[src/rtl/spaceship_hit_detector_if.sv]
// spaceship_hit_detector_if: ship stream, launch controls and game status between player logic and the hit detector.
interface spaceship_hit_detector_if;
    logic [3:0]  ship_state;
    logic        fire;
    logic [3:0]  aim;
    logic        restart;
    logic [15:0] led;
    logic        busy;
    logic        hit_pulse;
    logic        miss_pulse;
    logic [7:0]  score;
    logic [3:0]  misses;
    logic        game_over;
    logic        invalid_state;
    modport master (
        output ship_state, fire, aim, restart,
        input  led, busy, hit_pulse, miss_pulse, score, misses, game_over, invalid_state
    );
    modport slave (
        input  ship_state, fire, aim, restart,
        output led, busy, hit_pulse, miss_pulse, score, misses, game_over, invalid_state
    );
endinterface

[src/rtl/spaceship_hit_detector.sv]
// spaceship_hit_detector: decodes ship position onto an LED bar and resolves one missile at a time as hit or miss.
module spaceship_hit_detector #(
    parameter int FLIGHT_CYCLES = 4,
    parameter int MAX_MISSES    = 3
) (
    input logic clk,
    input logic rst_n,
    spaceship_hit_detector_if.slave bus
);
    typedef enum logic [1:0] {IDLE, FLIGHT, GAME_OVER} state_t;
    state_t      state, state_nx;
    logic [7:0]  cnt, cnt_nx, score_nx;
    logic [3:0]  aim_lat, aim_nx, misses_nx;
    logic        ship_ok, hit_nx, miss_nx;
    logic [15:0] led_nx;
    assign bus.busy      = state == FLIGHT;
    assign bus.game_over = state == GAME_OVER;
    always_comb begin
        ship_ok   = ~bus.ship_state[0] && |bus.ship_state;
        state_nx  = state;
        cnt_nx    = cnt;
        aim_nx    = aim_lat;
        score_nx  = bus.score;
        misses_nx = bus.misses;
        hit_nx    = 1'b0;
        miss_nx   = 1'b0;
        if (bus.restart) begin
            state_nx  = IDLE;
            score_nx  = 8'd0;
            misses_nx = 4'd0;
        end else if (state == IDLE && bus.fire) begin
            state_nx = FLIGHT;
            cnt_nx   = 8'(FLIGHT_CYCLES - 1);
            aim_nx   = bus.aim;
        end else if (state == FLIGHT) begin
            if (cnt != 8'd0) begin
                cnt_nx = cnt - 8'd1;
            end else if (ship_ok && bus.ship_state == aim_lat) begin
                hit_nx   = 1'b1;
                score_nx = (bus.score == 8'hff) ? bus.score : bus.score + 8'd1;
                state_nx = IDLE;
            end else begin
                // an invalid position is always a miss, even if it equals the aim
                miss_nx   = 1'b1;
                misses_nx = bus.misses + 4'd1;
                state_nx  = ({1'b0, bus.misses} + 5'd1 == 5'(MAX_MISSES)) ? GAME_OVER : IDLE;
            end
        end
        led_nx = (ship_ok ? 16'd1 << bus.ship_state : 16'd0)
               | (state_nx == FLIGHT ? 16'd1 << aim_nx : 16'd0);
    end
    always_ff @(posedge clk or negedge rst_n) begin
        if (!rst_n) begin
            state             <= IDLE;
            cnt               <= 8'd0;
            aim_lat           <= 4'd0;
            bus.led           <= 16'd0;
            bus.score         <= 8'd0;
            bus.misses        <= 4'd0;
            bus.hit_pulse     <= 1'b0;
            bus.miss_pulse    <= 1'b0;
            bus.invalid_state <= 1'b0;
        end else begin
            state             <= state_nx;
            cnt               <= cnt_nx;
            aim_lat           <= aim_nx;
            bus.led           <= led_nx;
            bus.score         <= score_nx;
            bus.misses        <= misses_nx;
            bus.hit_pulse     <= hit_nx;
            bus.miss_pulse    <= miss_nx;
            bus.invalid_state <= ~ship_ok;
        end
    end
endmodule

[src/flat_wrapper.sv]
// flat-port wrapper written by rule: the top's interface ports become plain ports
module spaceship_hit_detector_flat 
#(
    parameter int FLIGHT_CYCLES = 4,
    parameter int MAX_MISSES    = 3
)
  (clk, rst_n, bus_ship_state, bus_fire, bus_aim, bus_restart, bus_led, bus_busy, bus_hit_pulse, bus_miss_pulse, bus_score, bus_misses, bus_game_over, bus_invalid_state);
  spaceship_hit_detector_if bus_i ();
  input logic clk;
  input logic rst_n;
  input wire logic [$bits(bus_i.ship_state)-1:0] bus_ship_state;
  input wire logic [$bits(bus_i.fire)-1:0] bus_fire;
  input wire logic [$bits(bus_i.aim)-1:0] bus_aim;
  input wire logic [$bits(bus_i.restart)-1:0] bus_restart;
  output wire logic [$bits(bus_i.led)-1:0] bus_led;
  output wire logic [$bits(bus_i.busy)-1:0] bus_busy;
  output wire logic [$bits(bus_i.hit_pulse)-1:0] bus_hit_pulse;
  output wire logic [$bits(bus_i.miss_pulse)-1:0] bus_miss_pulse;
  output wire logic [$bits(bus_i.score)-1:0] bus_score;
  output wire logic [$bits(bus_i.misses)-1:0] bus_misses;
  output wire logic [$bits(bus_i.game_over)-1:0] bus_game_over;
  output wire logic [$bits(bus_i.invalid_state)-1:0] bus_invalid_state;
  assign bus_i.ship_state = bus_ship_state;
  assign bus_i.fire = bus_fire;
  assign bus_i.aim = bus_aim;
  assign bus_i.restart = bus_restart;
  assign bus_led = bus_i.led;
  assign bus_busy = bus_i.busy;
  assign bus_hit_pulse = bus_i.hit_pulse;
  assign bus_miss_pulse = bus_i.miss_pulse;
  assign bus_score = bus_i.score;
  assign bus_misses = bus_i.misses;
  assign bus_game_over = bus_i.game_over;
  assign bus_invalid_state = bus_i.invalid_state;
  spaceship_hit_detector #(.FLIGHT_CYCLES(FLIGHT_CYCLES), .MAX_MISSES(MAX_MISSES)) u_core (.clk(clk), .rst_n(rst_n), .bus(bus_i));
endmodule
[config.mk]
export PLATFORM = sky130hd
export DESIGN_NAME = spaceship_hit_detector_flat
export DESIGN_NICKNAME = d
export VERILOG_FILES = /design/src/rtl/spaceship_hit_detector_if.sv /design/src/rtl/spaceship_hit_detector.sv /design/src/flat_wrapper.sv
export SDC_FILE = /design/constraint.sdc
export NUM_CORES = 1
export LEC_CHECK = 0
export ABC_CLOCK_PERIOD_IN_PS = 2800
export BUFFER_PORTS_ARGS = -buffer_cell sky130_fd_sc_hd__buf_2
export CAP_MARGIN = 20
export CORE_MARGIN = 4
export CORE_UTILIZATION = 35
export CTS_BUF_LIST = sky130_fd_sc_hd__clkbuf_2 sky130_fd_sc_hd__clkbuf_4 sky130_fd_sc_hd__clkbuf_8
export DETAILED_ROUTE_END_ITERATION = 6
export PLACE_DENSITY = 0.62
export SYNTH_ARGS = -nofsm -noshare
export SYNTH_HDL_FRONTEND = slang
export SYNTH_SLANG_ARGS = --single-unit
[constraint.sdc]
create_clock -name clk -period 2.8 [get_ports clk]
set_input_delay 0.56 -clock clk [delete_from_list [all_inputs] [get_ports clk]]
set_output_delay 0.56 -clock clk [all_outputs]
set_load 0.02 [all_outputs]
==> flow_summary.toml, run 1 <==
[drt]
vias = 1671
drc = 0
post_drt_wl_per_cell_um = 13.23
wirelength_mm = 4.563
drt_iter0_markers = 95
dr.pass1.iters = 4
routed_via_density = 4.843
ant_nets = 0

[global_route]
grt_pass1_wl_mm = 8.045
grt.overflow.total = 0
grt_pass1_vias = 1697
grt_max_degree = 34
grt_usage_pct = 13.54
antenna_found_initial = 0

[status]
status = "completed"

[cts]
cts_hold_buf = 0
cts_resized = 0
cts_tree = "built"
clockBufferDepth = 2
cts_inserted_buffers = 5
clock-sinks = 45
post-cts-setup-buffer-count = 0
ctsRootBufferMaster = "clkbuf_8"
h-tree-depth = 2
clk_pin_slew_ns = 0.09
clock_latency_ns = 0.30

[pwr]
leakage_nw = 1.262
comb_power_share_pct = 18.4
design_power_total_w = 0.001623
ir_worst_vdd_uv = 299.8
power_frac_clock_pct = 35.8
swShare_pct = 27.65
p_per_area_nw_per_um2 = 616.3
power_frac_seq_pct = 45.9
power.switching_w = 0.0004488
p_int_w = 0.001174

[critical_path]
cp_max_fo = 12
r2r-start = "u_core.cnt[0]"
cp.required_ns = 3.03
start_kind = "flip-flop"
cp-startpoint = "u_core.cnt[0]"
arrival_ns = 2.68
crit_type = "flip-flop to flip-flop"
cp-end-kind = "flip-flop"

[sta]
rsz0062_at_grt = "false"
finalMaxSlewViolations = 0
tightestPinTransition_ns = 0.4454
relSlewSlack_pct = 70.30
min_period_over_period_pct = 87.38
fmax_mhz = 408.7
tns_ns = 0
finalCriticalPeriod_ns = 2.447
hold_violations = 0
setup_violations = 0
whs_ns = 0.1370
clock_skew_ns = 0.009401

[finish]
final_common_cell = "dfrtp_1"
fill_cells = 590
layout-drive-gt1-share_pct = 25.19
antenna_cells = 0
final_cell_mix = "dfrtp_1, buf_2, nor2_1"
nNetsFinal = 285
area_delta_synth_final_pct = 23.03

[die]
dieArea_sq_um = 7432
fp.dieW_um = 86.21
rows = 28
start_util_pct = 36.16
pin_count = 45
chipHeight_um = 86.21
core_area_sq_um = 5921

[placed_design]
place.gp.congestion = 0.8252
io_buffers = 44
dpl.hpwl_mm = 3.393

[hold_path]
worstHoldPathType = "primary input to asynchronous set/reset pin"

[logic_synthesis]
synth.net_count = 232
yosys_warnings = 0
yosysUniqueCellTypes = 41
synthesis.area_sq_um = 2141
synth_seq_area_share_pct = 52.60
syn_avg_cell_area_sq_um = 9.911
syn_inst = 216
ys_seq_elements = 45

[run]
drv_cap = 0
-- cell usage after synthesis, drive strengths merged --
library cell | number | area [sq um]
buf | 1 | 11.26
nor2 | 29 | 108.9
nor3b | 1 | 7.510
nor4 | 4 | 40.04
a21o | 1 | 7.510
a2111oi | 1 | 8.760
nor4b | 1 | 15.01
or2 | 2 | 12.51
o22ai | 7 | 43.79
xor2 | 5 | 43.79
nand3 | 9 | 50.05
mux2 | 1 | 11.26
o2111ai | 1 | 8.760
o31ai | 3 | 22.52
inv | 11 | 41.29
xnor2 | 7 | 61.31
nand2 | 17 | 63.81
a21oi | 13 | 65.06
mux2i | 3 | 30.03
nand4 | 1 | 6.260
and3 | 1 | 6.260
a22oi | 1 | 7.510
a211oi | 3 | 22.52
o211ai | 3 | 22.52
nand3b | 2 | 15.01
a21boi | 1 | 7.510
clkbuf | 5 | 18.77
nand2b | 5 | 31.28
or3 | 3 | 18.77
o21bai | 2 | 15.01
o21ai | 10 | 50.05
o21a | 1 | 7.510
nor2b | 3 | 18.77
or4 | 3 | 26.27
and4 | 2 | 17.52
dfrtp | 45 | 1126
nor3 | 4 | 20.02
ha | 4 | 50.05
-- cell families after synthesis --
| family | after synthesis | share of synthesized area [%] |
|---|---|---|
| muxes | 4 | 1.929 |
| adders and majority gates | 4 | 2.338 |
| AOI/OAI and AO/OA | 47 | 13.50 |
| DFF | 45 | 52.60 |
| xor gates and xnor gates | 12 | 4.909 |
| and+or+nand+nor | 87 | 21.39 |
| buffers and inverters | 17 | 3.331 |
-- through the flow --
step / util [%] / setup WS, ns / cell area [sq um] / std cells
2_1_floorplan: - / 0.4625 / 2141 / 216
3_3_place_gp: 42.22 / 0.4141 / 2500 / 337
3_5_place_dp: 42.22 / 0.3631 / 2500 / 337
4_1_cts: 44.48 / 0.3452 / 2634 / 345
5_1_grt: 44.48 / 0.1951 / 2634 / 345
6_report: 44.48 / 0.3534 / 2634 / 345
-- per-layer routing --
layer  share of wire, %  global-route usage [%]  routed length [um]
met1                 47                   18.07                2138
met2                 47                   21.86                2159
met3                4.7                   3.232                 215
met4                1.1                   4.249                  49
met5                  0                       0                   0
-- final cells by class --
type                            count  area, sq um  area share, %
Timing Repair Buffer               52        280.3          10.64
Sequential cell                    45         1126          42.76
Clock buffer                        5        68.82          2.613
Clock inverter                      3        65.06          2.470
Tap cell                           75        93.84          3.563
Multi-Input combinational cell    154        958.4          36.39
Inverter                           11        41.29          1.568
-- power groups by stage --
stage / clock (W) / combinational [W] / sequential, W
after floorplan: 0 / 0.000178 / 0.000764
after global placement: 0 / 0.000293 / 0.000755
after detailed placement: 0 / 0.000300 / 0.000756
after CTS: 0.000593 / 0.000301 / 0.000744
after global routing: 0.000627 / 0.000336 / 0.000753
final: 0.000581 / 0.000298 / 0.000744
-- worst paths after layout --
path | endpoint | slack (ns) | depth (start not counted)
setup reg to reg | u_core.bus.score[7] | 0.35 | 7
hold reg to reg | u_core.cnt[0] | 0.51 | 1
setup / recovery | u_core.bus.score[7] | 0.35 | 7
max in group asynchronous | u_core.cnt[6] | 1.95 | 2
hold / removal | u_core.bus.misses[0] | 0.14 | 1
min in group clk | u_core.cnt[0] | 0.51 | 1
-- sequential cells by signal (all words and copies together), names as in the netlist --
register / count
u_core.bus.led: 16
u_core.bus.score: 8
u_core.cnt: 8
u_core.aim_lat: 4
u_core.bus.misses: 4
u_core.state: 2
u_core.bus.hit_pulse: 1
u_core.bus.invalid_state: 1
u_core.bus.miss_pulse: 1
-- worst max-delay path, cell delays in order, from the launching register on --
cell and delay [ns]:
dfrtp_1 0.41, inv_1 0.07, ha_1 0.20, nor3b_1 0.31
nand3_2 0.17, or4_4 0.59, or4_1 0.49, a21oi_1 0.15
Power figures use the tool's default switching activity.
==> run 2: changes to the inputs <==
--- a/config.mk
+++ b/config.mk
@@ -11,8 +11,10 @@
 export CORE_MARGIN = 4
 export CORE_UTILIZATION = 35
 export CTS_BUF_LIST = sky130_fd_sc_hd__clkbuf_2 sky130_fd_sc_hd__clkbuf_4 sky130_fd_sc_hd__clkbuf_8
+export CTS_CLUSTER_SIZE = 28
 export DETAILED_ROUTE_END_ITERATION = 6
 export PLACE_DENSITY = 0.62
+export RECOVER_POWER = 50
 export SYNTH_ARGS = -nofsm -noshare
 export SYNTH_HDL_FRONTEND = slang
 export SYNTH_SLANG_ARGS = --single-unit
==> flow_summary.toml, run 2 (synthesized netlist as in run 1, its figures left out) <==
[drt]
drc = 0
post_drt_wl_per_cell_um = 13.25
drt_iter0_markers = 91
vias = 1672
dr.pass1.iters = 4
ant_nets = 0
wirelength_mm = 4.572
routed_via_density = 4.846

[critical_path]
cp-end-kind = "flip-flop"
arrival_ns = 2.68
cp.required_ns = 3.03
start_kind = "flip-flop"
critical_path_buf_inv_count = 1
crit_family = "simple AND/OR/NAND/NOR gates"
crit_type = "flip-flop to flip-flop"
crit_path_max_incr_delay_ns = 0.59
cp_max_fo = 12
path_cells = "inv_1 -> ha_1 -> nor3b_1 -> nand3_2 -> or4_4 -> or4_1 -> a21oi_1"
cpMaxStageDelayCell = "or4_4"

[die]
pin_count = 45
chipHeight_um = 86.21
start_util_pct = 36.16
fp.dieW_um = 86.21
rows = 28
dieArea_sq_um = 7432
core_area_sq_um = 5921

[pwr]
power.switching_w = 0.0004486
swShare_pct = 27.71
p_per_area_nw_per_um2 = 620.8
design_power_total_w = 0.001619
power_frac_seq_pct = 46.0
leakage_nw = 1.194
comb_power_share_pct = 18.2
power_frac_clock_pct = 35.8
p_int_w = 0.001170
ir_worst_vdd_uv = 299.4

[finish]
fin_cells = 345
largestRegisters = "u_core.bus.led: 16 flops, u_core.bus.score: 8 flops, u_core.cnt: 8 flops"
top_register = "u_core.bus.led"
area_delta_synth_final_pct = 21.80
final_cell_mix = "dfrtp_1, nor2_1, buf_2"
final_common_cell = "dfrtp_1"
layout-drive-gt1-share_pct = 18.89
antenna_cells = 0
largest_reg_flops = 16
nNetsFinal = 285

[cts]
cts_inserted_buffers = 5
cts_tree = "built"
clockBufferDepth = 2
cts_hold_buf = 0
clock_latency_ns = 0.30
clock-sinks = 45
ctsRootBufferMaster = "clkbuf_8"
clk_pin_slew_ns = 0.09
h-tree-depth = 2
cts_resized = 0
post-cts-setup-buffer-count = 0

[sta]
tightestPinTransition_ns = 0.7951
rsz0062_at_grt = "false"
setup_violations = 0
fmax_mhz = 408.7
tns_ns = 0
clock_skew_ns = 0.009016
finalCriticalPeriod_ns = 2.447
relSlewSlack_pct = 46.99
hold_violations = 0
min_period_over_period_pct = 87.38
finalMaxSlewViolations = 0

[hold_path]
worstHoldPathType = "primary input to asynchronous set/reset pin"

[global_route]
grt.overflow.total = 0
grt_pass1_vias = 1697
grt_pass1_wl_mm = 8.045
antenna_found_initial = 0
grt_usage_pct = 13.54
grt_max_degree = 34

[placed_design]
place.gp.congestion = 0.8252
dpl.hpwl_mm = 3.393
placed_cells = 337
io_buffers = 44

[status]
status = "completed"

[run]
drv_cap = 0
## run 2: cell type report
| cell class | instances | area (sq um) |
|---|---|---|
| clock buffer | 5 | 68.82 |
| clock inverter | 3 | 65.06 |
| fill | 596 | 3313 |
| inverter | 11 | 41.29 |
| multi-input combinational | 154 | 958.4 |
| sequential | 45 | 1126 |
| tap | 75 | 93.84 |
| timing repair buffer | 52 | 254.0 |
## run 2: metrics by stage
stage                     hold WS, ns  util, %  worst slack, ns  instance area, sq um
final                          0.2870    44.04           0.3533                  2608
after global placement         0.4617    42.22           0.4141                  2500
after global routing           0.3334    44.04           0.1951                  2608
after detailed placement       0.4659    42.22           0.3631                  2500
after CTS                      0.1416    44.48           0.3452                  2634
after floorplan                0.2644        -           0.4625                  2141
## run 2: worst register-to-register path, delay by kind of cell (launching register included)
family          cells  cell delay (ns)
simple gates        4             1.56
buf+inv             1             0.07
compound gates      1             0.15
fa+ha+maj           1             0.20
flops               1             0.41
## run 2: layer usage
layer	GRT usage (%)	vias up	part of all wire, %
li1	-	863	-
met4	4.249	0	1.1
met2	21.86	25	47
met5	0	-	0
met3	3.232	4	4.9
met1	18.07	780	47
## run 2: power groups by stage
stage | Clock (W) | Combinational, W | Sequential, W
2_1_floorplan | 0 | 0.000178 | 0.000764
3_3_place_gp | 0 | 0.000293 | 0.000755
3_5_place_dp | 0 | 0.000300 | 0.000756
4_1_cts | 0.000593 | 0.000301 | 0.000744
5_1_grt | 0.000627 | 0.000332 | 0.000753
6_report | 0.000580 | 0.000294 | 0.000745
## run 2: worst paths after layout
kind,start,slack (ns),to,cells past startpoint
worst max-delay path,u_core.cnt[0],0.35,u_core.bus.score[7],7
max in group asynchronous,rst_n,1.27,u_core.cnt[6],2
min in group clk,u_core.cnt[0],0.51,u_core.cnt[0],1
worst max register to register,u_core.cnt[0],0.35,u_core.bus.score[7],7
worst min-delay path,rst_n,0.29,u_core.bus.misses[0],1
worst min register to register,u_core.cnt[0],0.51,u_core.cnt[0],1
